### config.mk
export PLATFORM = sky130hd
export DESIGN_NAME = overlay_screen
export DESIGN_NICKNAME = d
export VERILOG_FILES = /design/src/rtl/overlay_screen.sv
export SDC_FILE = /design/constraint.sdc
export NUM_CORES = 1
export LEC_CHECK = 0
export CAP_MARGIN = 0
export CORE_ASPECT_RATIO = 2
export CORE_MARGIN = 1
export CORE_UTILIZATION = 55
export CTS_CLUSTER_DIAMETER = 150
export CTS_CLUSTER_SIZE = 30
export DETAILED_ROUTE_END_ITERATION = 16
export PLACE_DENSITY = 0.79
export SLEW_MARGIN = 20
export SYNTH_ARGS = -nofsm -noshare
export SYNTH_HDL_FRONTEND = slang
export SYNTH_SLANG_ARGS = --single-unit
### constraint.sdc
create_clock -name clk -period 4.8 [get_ports clk]
set_clock_uncertainty 0.1 [all_clocks]
set_input_delay 0.96 -clock clk [delete_from_list [all_inputs] [get_ports clk]]
set_output_delay 0.96 -clock clk [all_outputs]
set_load 0.05 [all_outputs]
### src/rtl/overlay_screen.sv
// overlay_screen: full-screen start/finish/pause overlay for the VGA chain.
// Two-stage pipeline (region decode, then colour select + fade), with a
// frame-synchronous FSM that handles mode switching, fade-in and banner blink.
// The vga_if bundle is carried as flattened vga_in_*/vga_out_* ports.
module overlay_screen #(
  parameter int          BOX_X0       = 160,
  parameter int          BOX_X1       = 650,
  parameter int          BOX_Y0       = 250,
  parameter int          BOX_Y1       = 320,
  parameter logic [11:0] BG_START     = 12'h00f,
  parameter logic [11:0] BG_FINISH    = 12'h0f0,
  parameter logic [11:0] BG_PAUSE     = 12'h444,
  parameter logic [11:0] BOX_RGB      = 12'hff0,
  parameter int          FADE_FRAMES  = 4,
  parameter int          BLINK_FRAMES = 30,
  parameter int          HOR_PIXELS   = 800,
  parameter int          VER_PIXELS   = 600
) (
  input  logic        clk,
  input  logic        rst,
  input  logic [1:0]  mode,
  output logic        busy,
  input  logic [10:0] vga_in_vcount,
  input  logic        vga_in_vsync,
  input  logic        vga_in_vblnk,
  input  logic [10:0] vga_in_hcount,
  input  logic        vga_in_hsync,
  input  logic        vga_in_hblnk,
  input  logic [11:0] vga_in_rgb,
  output logic [10:0] vga_out_vcount,
  output logic        vga_out_vsync,
  output logic        vga_out_vblnk,
  output logic [10:0] vga_out_hcount,
  output logic        vga_out_hsync,
  output logic        vga_out_hblnk,
  output logic [11:0] vga_out_rgb
);

  localparam logic [10:0] X0      = 11'(BOX_X0);
  localparam logic [10:0] X1      = 11'(BOX_X1);
  localparam logic [10:0] Y0      = 11'(BOX_Y0);
  localparam logic [10:0] Y1      = 11'(BOX_Y1);
  localparam logic [10:0] H_LAST  = 11'(HOR_PIXELS - 1);
  localparam logic [10:0] V_LAST  = 11'(VER_PIXELS - 1);
  localparam bit          FADE_EN  = (FADE_FRAMES > 0);
  localparam bit          BLINK_EN = (BLINK_FRAMES > 0);
  localparam logic [15:0] FADE_LAST  = 16'((FADE_FRAMES > 0) ? FADE_FRAMES - 1 : 0);
  localparam logic [15:0] BLINK_LAST = 16'((BLINK_FRAMES > 0) ? BLINK_FRAMES - 1 : 0);

  typedef enum logic [1:0] {OFF = 2'd0, FADE = 2'd1, SHOW = 2'd2} state_t;

  state_t      state_reg;
  logic [1:0]  cur_mode_reg;
  logic [3:0]  fade_lvl_reg;
  logic [15:0] fade_cnt_reg;
  logic [15:0] blink_cnt_reg;
  logic        blink_on_reg;
  logic        run_reg;

  logic [10:0] hcount_s1_reg, vcount_s1_reg;
  logic        hsync_s1_reg, vsync_s1_reg, hblnk_s1_reg, vblnk_s1_reg;
  logic [11:0] rgb_s1_reg;
  logic        top_s1_reg, bottom_s1_reg, left_s1_reg, right_s1_reg, box_s1_reg;
  logic        vblnk_prev_reg;
  logic        frame_tick;

  logic [11:0] color_next;
  logic [11:0] rgb_next;

  // Per-channel fade: (c * (lvl + 1)) >> 4, so lvl 15 is identity.
  function automatic logic [3:0] scale(input logic [3:0] c, input logic [3:0] lvl);
    logic [7:0] prod;
    prod = {4'd0, c} * ({4'd0, lvl} + 8'd1);
    return 4'(prod >> 4);
  endfunction

  assign frame_tick = vblnk_s1_reg & ~vblnk_prev_reg;

  // Stage 1: register the incoming bundle and decode screen regions.
  always_ff @(posedge clk or negedge rst) begin
    if (!rst) begin
      hcount_s1_reg  <= '0;
      vcount_s1_reg  <= '0;
      hsync_s1_reg   <= 1'b0;
      vsync_s1_reg   <= 1'b0;
      hblnk_s1_reg   <= 1'b0;
      vblnk_s1_reg   <= 1'b0;
      rgb_s1_reg     <= '0;
      top_s1_reg     <= 1'b0;
      bottom_s1_reg  <= 1'b0;
      left_s1_reg    <= 1'b0;
      right_s1_reg   <= 1'b0;
      box_s1_reg     <= 1'b0;
      vblnk_prev_reg <= 1'b0;
    end else begin
      hcount_s1_reg  <= vga_in_hcount;
      vcount_s1_reg  <= vga_in_vcount;
      hsync_s1_reg   <= vga_in_hsync;
      vsync_s1_reg   <= vga_in_vsync;
      hblnk_s1_reg   <= vga_in_hblnk;
      vblnk_s1_reg   <= vga_in_vblnk;
      rgb_s1_reg     <= vga_in_rgb;
      top_s1_reg     <= (vga_in_vcount == 11'd0);
      bottom_s1_reg  <= (vga_in_vcount == V_LAST);
      left_s1_reg    <= (vga_in_hcount == 11'd0);
      right_s1_reg   <= (vga_in_hcount == H_LAST);
      box_s1_reg     <= (vga_in_hcount > X0) && (vga_in_hcount < X1) &&
                        (vga_in_vcount > Y0) && (vga_in_vcount < Y1);
      vblnk_prev_reg <= vblnk_s1_reg;
    end
  end

  // Frame-synchronous FSM: mode is only sampled on frame_tick so a frame never tears.
  always_ff @(posedge clk or negedge rst) begin
    if (!rst) begin
      state_reg     <= OFF;
      cur_mode_reg  <= 2'd0;
      fade_lvl_reg  <= 4'd0;
      fade_cnt_reg  <= '0;
      blink_cnt_reg <= '0;
      blink_on_reg  <= 1'b1;
      busy          <= 1'b0;
      run_reg       <= 1'b0;
    end else if (frame_tick) begin
      run_reg <= 1'b1;
      if (mode == 2'd0) begin
        state_reg    <= OFF;
        cur_mode_reg <= 2'd0;
        busy         <= 1'b0;
      end else if (state_reg == OFF || mode != cur_mode_reg) begin
        // (Re)start the fade for the newly requested screen.
        state_reg     <= FADE;
        cur_mode_reg  <= mode;
        fade_lvl_reg  <= 4'd0;
        fade_cnt_reg  <= '0;
        blink_cnt_reg <= '0;
        blink_on_reg  <= 1'b1;
        busy          <= 1'b1;
      end else begin
        if (!BLINK_EN) begin
          blink_on_reg <= 1'b1;
        end else if (blink_cnt_reg == BLINK_LAST) begin
          blink_cnt_reg <= '0;
          blink_on_reg  <= ~blink_on_reg;
        end else begin
          blink_cnt_reg <= blink_cnt_reg + 16'd1;
        end
        if (state_reg == FADE) begin
          if (!FADE_EN) begin
            fade_lvl_reg <= 4'd15;
            state_reg    <= SHOW;
            busy         <= 1'b0;
          end else if (fade_cnt_reg == FADE_LAST) begin
            fade_cnt_reg <= '0;
            fade_lvl_reg <= fade_lvl_reg + 4'd1;
            if (fade_lvl_reg == 4'd14) begin
              state_reg <= SHOW;
              busy      <= 1'b0;
            end
          end else begin
            fade_cnt_reg <= fade_cnt_reg + 16'd1;
          end
        end
      end
    end
  end

  // Colour select by priority, then fade; OFF passes through, blanking and pre-sync are black.
  always_comb begin
    color_next = 12'h000;
    case (cur_mode_reg)
      2'd1:    color_next = BG_START;
      2'd2:    color_next = BG_FINISH;
      2'd3:    color_next = BG_PAUSE;
      default: color_next = 12'h000;
    endcase
    if (top_s1_reg)                        color_next = 12'hff0;
    else if (bottom_s1_reg)                color_next = 12'hf00;
    else if (left_s1_reg)                  color_next = 12'h0f0;
    else if (right_s1_reg)                 color_next = 12'h00f;
    else if (box_s1_reg && blink_on_reg)   color_next = BOX_RGB;
    rgb_next = {scale(color_next[11:8], fade_lvl_reg),
                scale(color_next[7:4],  fade_lvl_reg),
                scale(color_next[3:0],  fade_lvl_reg)};
    if (state_reg == OFF)
      rgb_next = rgb_s1_reg;
    if (vblnk_s1_reg || hblnk_s1_reg || !run_reg)
      rgb_next = 12'h000;
  end

  // Stage 2: final colour plus the timing fields, all delayed by two cycles.
  always_ff @(posedge clk or negedge rst) begin
    if (!rst) begin
      vga_out_vcount <= '0;
      vga_out_vsync  <= 1'b0;
      vga_out_vblnk  <= 1'b0;
      vga_out_hcount <= '0;
      vga_out_hsync  <= 1'b0;
      vga_out_hblnk  <= 1'b0;
      vga_out_rgb    <= '0;
    end else begin
      vga_out_vcount <= vcount_s1_reg;
      vga_out_vsync  <= vsync_s1_reg;
      vga_out_vblnk  <= vblnk_s1_reg;
      vga_out_hcount <= hcount_s1_reg;
      vga_out_hsync  <= hsync_s1_reg;
      vga_out_hblnk  <= hblnk_s1_reg;
      vga_out_rgb    <= rgb_next;
    end
  end

endmodule
; Word-level counts from Yosys, hierarchy flattened
; Index checks and enable logic that the tools add are counted.
[word_totals]
register_bits = 124
latchBits = 0
mem_bits_rw = 0
romBits = 0
out_inout_bits = 39
wordCells = 107
memories = 0
[op_classes]
addsub = 4
mul = 3
n_div = 0
order_cmp = 4
n_eq_ne = 10
n_shift = 0
n_mux = 30
n_bitwise = 4
reduce_logical = 25
[ops]
columns = cell, n
row1 = 2-to-1 mux 12 bit, 7
row2 = 2-to-1 mux 16 bit, 5
row3 = case mux 11 bit (3 select lines), 1
row4 = adder 16 x 1 -> 16 bit (second input constant), 2
row5 = equality test 11 x 10 -> 1 bit (second input constant), 2
row6 = greater-than comparator 11 x 8 -> 1 bit (second input constant), 2
row7 = zero test 11 bit, 2
row8 = equality test 16 x 2 -> 1 bit (second input constant), 1
row9 = equality test 16 x 5 -> 1 bit (second input constant), 1
row10 = multiplier 4 x 8 -> 8 bit, 2
row11 = 2-to-1 mux 2 bit, 7
row12 = 2-to-1 mux 4 bit, 3
row13 = less-than comparator 11 x 10 -> 1 bit (second input constant), 1
row14 = less-than comparator 11 x 9 -> 1 bit (second input constant), 1
row15 = nonzero test 3 bit, 3
row16 = multiplier 4 x 5 -> 8 bit, 1
row17 = AND reduction 4 bit, 2
row18 = nonzero test 2 bit, 4
row19 = 2-to-1 mux 1 bit, 7
row20 = AND reduction 3 bit, 2
row21 = adder 4 x 1 -> 5 bit (second input constant), 1
row22 = adder 4 x 1 -> 4 bit (second input constant), 1
row23 = equality test 2 x 1 -> 1 bit (second input constant), 2
row24 = equality test 2 bit (second input constant), 2
row25 = other kinds (9), 18

; Depth between registers and ports, before layout
[depth]
depth_word = 10
ltp_mapped = 17
ltp_nobuf = 17

; Least setup slack after synthesis
; OpenSTA, ideal clock, no wires.
[synth_path]
kind = register to register
startpoint = reg cur_mode_reg[0]
endpoint = reg vga_out_rgb[7]
t_arrival_ns = 3.535
required_ns = 4.579
setup_slack_ns = 1.044
stages_incl_launch_ff = 16
path_buffers = 1
synth_period_minus_slack_ns = 3.756
path_cell_list = dfrtp_1 -> buf_6 -> nand2b_1 -> a211o_1 -> a21oi_1 -> inv_1 -> fa_1 -> fa_1 -> inv_1 -> ha_1 -> a21o_1 -> a21oi_1 -> nor2b_1 -> a311oi_1 -> xnor2_1 -> a22o_1
[synth_via]
elab_chain_cells = 10
[synth_rtl]
columns = element, line_no
row1 = start: declaration, 53  ; logic [1:0] cur_mode_reg;
row2 = start signal: assignment, 133  ; cur_mode_reg <= mode;
row3 = equality test 2 bit or equality test 2 x 1 -> 1 bit (tied branches), 171  ; case (cur_mode_reg)
row4 = case mux 11 bit (3 select lines) *, 171
row5 = 2-to-1 mux 12 bit *, 181  ; else if (box_s1_reg && blink_on_reg) color_next = BOX_RGB;
row6 = 2-to-1 mux 12 bit *, 180  ; else if (right_s1_reg) color_next = 12'h00f;
row7 = 2-to-1 mux 12 bit *, 179  ; else if (left_s1_reg) color_next = 12'h0f0;
row8 = 2-to-1 mux 12 bit *, 178  ; else if (bottom_s1_reg) color_next = 12'hf00;
row9 = 2-to-1 mux 12 bit *, 177  ; if (top_s1_reg) color_next = 12'hff0;
row10 = multiplier 4 x 8 -> 8 bit *, 73  ; prod = {4'd0, c} * ({4'd0, lvl} + 8'd1);
row11 = 2-to-1 mux 12 bit *, 185  ; if (state_reg == OFF)
row12 = 2-to-1 mux 12 bit *, 187  ; if (vblnk_s1_reg || hblnk_s1_reg || !run_reg)
row13 = named net rgb_next[7], 68  ; logic [11:0] rgb_next;
row14 = end signal: assignment, 208  ; vga_out_rgb <= rgb_next;
row15 = end: declaration, 36  ; output logic [11:0] vga_out_rgb
; Mark *: on every way through the listed nets, which the timed path passes. The rest lies on a longest branch.
; A chain may end at the register's enable or synchronous reset.

; Final worst setup path
[layout_path]
startpoint = reg blink_on_reg
endpoint = reg vga_out_rgb[10]
[layout_via]
elab_chain_cells = 9
[layout_rtl]
columns = element, line_no
row1 = start: declaration, 57  ; logic blink_on_reg;
row2 = start signal: assignment, 144  ; blink_on_reg <= ~blink_on_reg;
row3 = logical AND 1 bit, 181
row4 = 2-to-1 mux 12 bit, 181
row5 = 2-to-1 mux 12 bit, 180
row6 = 2-to-1 mux 12 bit, 179
row7 = 2-to-1 mux 12 bit, 178
row8 = 2-to-1 mux 12 bit, 177
row9 = multiplier 4 x 8 -> 8 bit, 73
row10 = 2-to-1 mux 12 bit, 185
row11 = 2-to-1 mux 12 bit, 187
row12 = named net rgb_next[10], 68
; The timed path passes the listed nets, and every way through them passes these cells.

==> impl_metrics.ini <==
[cts]
clock_path_buffers = 2
hold_buffers = 0
clkLatencyLatePin_ns = 0.42
clock_sinks = 123
htreeDepth = 4
path_clk_slew_ns = 0.06
postCtsSetupRepairBufs = 0
cts_tree = yes
clockRootBuffer = clkbuf_16
ctsResizeCount = 0
cts_buffers = 17

[timing]
min_period_over_period_pct = 85.7
slew_headroom_pct = 51.0
max_freq_mhz = 243
slew_viol_final = 0
timing.final.hold_violations = 0
tightest_slew_ns = 0.731
fin_setup_tns_ns = 0
timing.final.crit_period_ns = 4.12
rsz0062_at_grt = no
setup_violations = 0

[hold_path]
min_path_type = flop to flop

[grt]
antenna_found_initial = 0
grt_util_all_layers_pct = 25.8
grt_max_degree = 45
grt_pass1_wl_mm = 22.5
grt_remaining_overflow = 0
grt_pass1_vias = 4768

[logic_synthesis]
ys_types = 53
synth_flop_cell = dfrtp_1
netlist_area_sq_um = 6020
ys_async_sr_fraction_pct = 100
synth_top_area_share_pct = 50.7
synth-seq-cells = 123
synth_edf_count = 0
ys_warn_count = 0
syn_avg_cell_area_sq_um = 10.5
netlist_top_cells_area = dfrtp_1 (51%), ha_1 (6.6%), fa_1 (5.0%)
ys_seq_area_share_pct = 51.1
synth_cells = 571
synth_fp_nets = 660
yosysTopAreaCell = dfrtp_1

[routing]
drtAntennaViolNets = 0
post_drt_wl_per_cell_um = 16.6
routed_wl_mm = 13.4
drt_iter0_drc = 186
top_layer = met4
wl_met3_um = 398
route.met2.wl_mm = 7.72
dr.pass1.iters = 4
wl_met1_mm = 4.86
drc_errors = 0
via_count = 4527
post_drt_via_cell_ratio = 5.59

[job]
maxCapViolations = 0

[critical_path]
worstPathMaxFanout = 6
critPathLaunchType = flop
setup.worst_path.end = vga_out_rgb[10]
r2r-end = vga_out_rgb[10]
worstSetupEndpointType = flop
critical_path_class = flop to flop
startpoint = blink_on_reg
required_ns = 5.00
ff2ff_setup_slack_ns = 0.68
arrival_ns = 4.32
reg2reg_depth = 13
timing.rr.start = blink_on_reg

[power]
power_density_nw_per_um2 = 362
power.total_w = 0.00274
p_leak_nw = 3.50
ir_drop_mv = 0.355

[layout]
fin_nets = 749
mostFrequentLayoutCells = dfrtp_1 (122), clkdlybuf4s50_1 (79), nor2_1 (53), nand2_1 (45), inv_1 (40)
areaGrowthSynthToFinish_pct = 25.4
layout_commonest_cell = dfrtp_1
drive_above_1_share_pct = 6.24
insertedDiodeCount = 0

[floorplanning]
die_h_um = 150
dieArea_sq_um = 11400
initial_utilization_pct = 56.8
rows = 53
fp.coreArea_sq_um = 10600
pin_count = 81
die_width_um = 76.0

[placement]
port_buffers = 80
gp_congestion = 0.950
hpwl_mm = 9.95

[run_status]
status = complete, no violations
## layout make-up
cell class,count,area [sq um]
inverter,40,150
tap,137,171
fill,750,3060
clock buffer,19,433
multi-input combinational,394,2720
clock inverter,13,165
timing repair buffer,84,828
sequential,123,3080
## how the worst min path moves through the flow
stage                      from  depth (start not counted)  slack, ns           endpoint
6_report       vcount_s1_reg[7]                          0       0.25  vga_out_vcount[7]
5_1_grt        hcount_s1_reg[5]                          0       0.25  vga_out_hcount[5]
4_1_cts        hcount_s1_reg[2]                          0       0.25  vga_out_hcount[2]
3_5_place_dp   hcount_s1_reg[2]                          0       0.24  vga_out_hcount[2]
3_3_place_gp   vcount_s1_reg[2]                          0       0.23  vga_out_vcount[2]
2_1_floorplan  hcount_s1_reg[0]                          0       0.23  vga_out_hcount[0]
## power breakdown
part | internal [W] | switching, W
clock | 0.000818 | 0.000471
combinational | 0.000122 | 0.000214
sequential | 0.00108 | 0.0000279
## critical path: stages, from the launching register on
cell and delay (ns):
dfstp_2 0.53, nand2_1 0.12, o31ai_1 0.45, a31oi_1 0.20, or2_2 0.34, fa_1 0.49, inv_1 0.05, fa_1 0.45
ha_1 0.29, nand3_1 0.13, o21bai_1 0.11, a21o_1 0.22, a211o_1 0.30, a32o_1 0.22
## layer usage
metal  track usage [%]  vias up
met3              5.18       33
met2              49.4      114
met1              26.3     2214
met4              12.8        0
li1                  -     2166
met5                 0        -
## cells by family after synthesis
kind of cell	synth area share, %
muxes	0.166
AOI/OAI and AO/OA	12.1
and+or+nand+nor	17.1
xor gates and xnor gates	4.22
buffers and inverters	3.64
adders and majority gates	11.6
DFF	51.1
## Yosys cell counts, drive strengths merged (4+ instances only)
cell	number
clkbuf	11
or3	4
xor2	16
nor2	53
nand4	14
o21ai	34
inv	40
xnor2	13
a21oi	21
a21o	4
nand3	17
a22o	7
nor3	11
a211oi	4
or2	7
nand2b	10
and3	15
nor4	6
nand2	45
o31ai	19
nor2b	10
and2	6
dfrtp	122
fa	15
ha	32
## metrics by stage
stage          instance area [sq um]  worst slack [ns]  cells  utilization, %  hold slack [ns]
6_report                        7550             0.684    810            71.2            0.246
5_1_grt                         7550             0.457    810            71.2            0.254
4_1_cts                         7550             0.673    810            71.2            0.248
3_5_place_dp                    6950             0.694    778            65.5            0.236
3_3_place_gp                    6950             0.797    778            65.5            0.232
2_1_floorplan                   6020              1.04    571               -            0.231
Power figures use the tool's default switching activity.
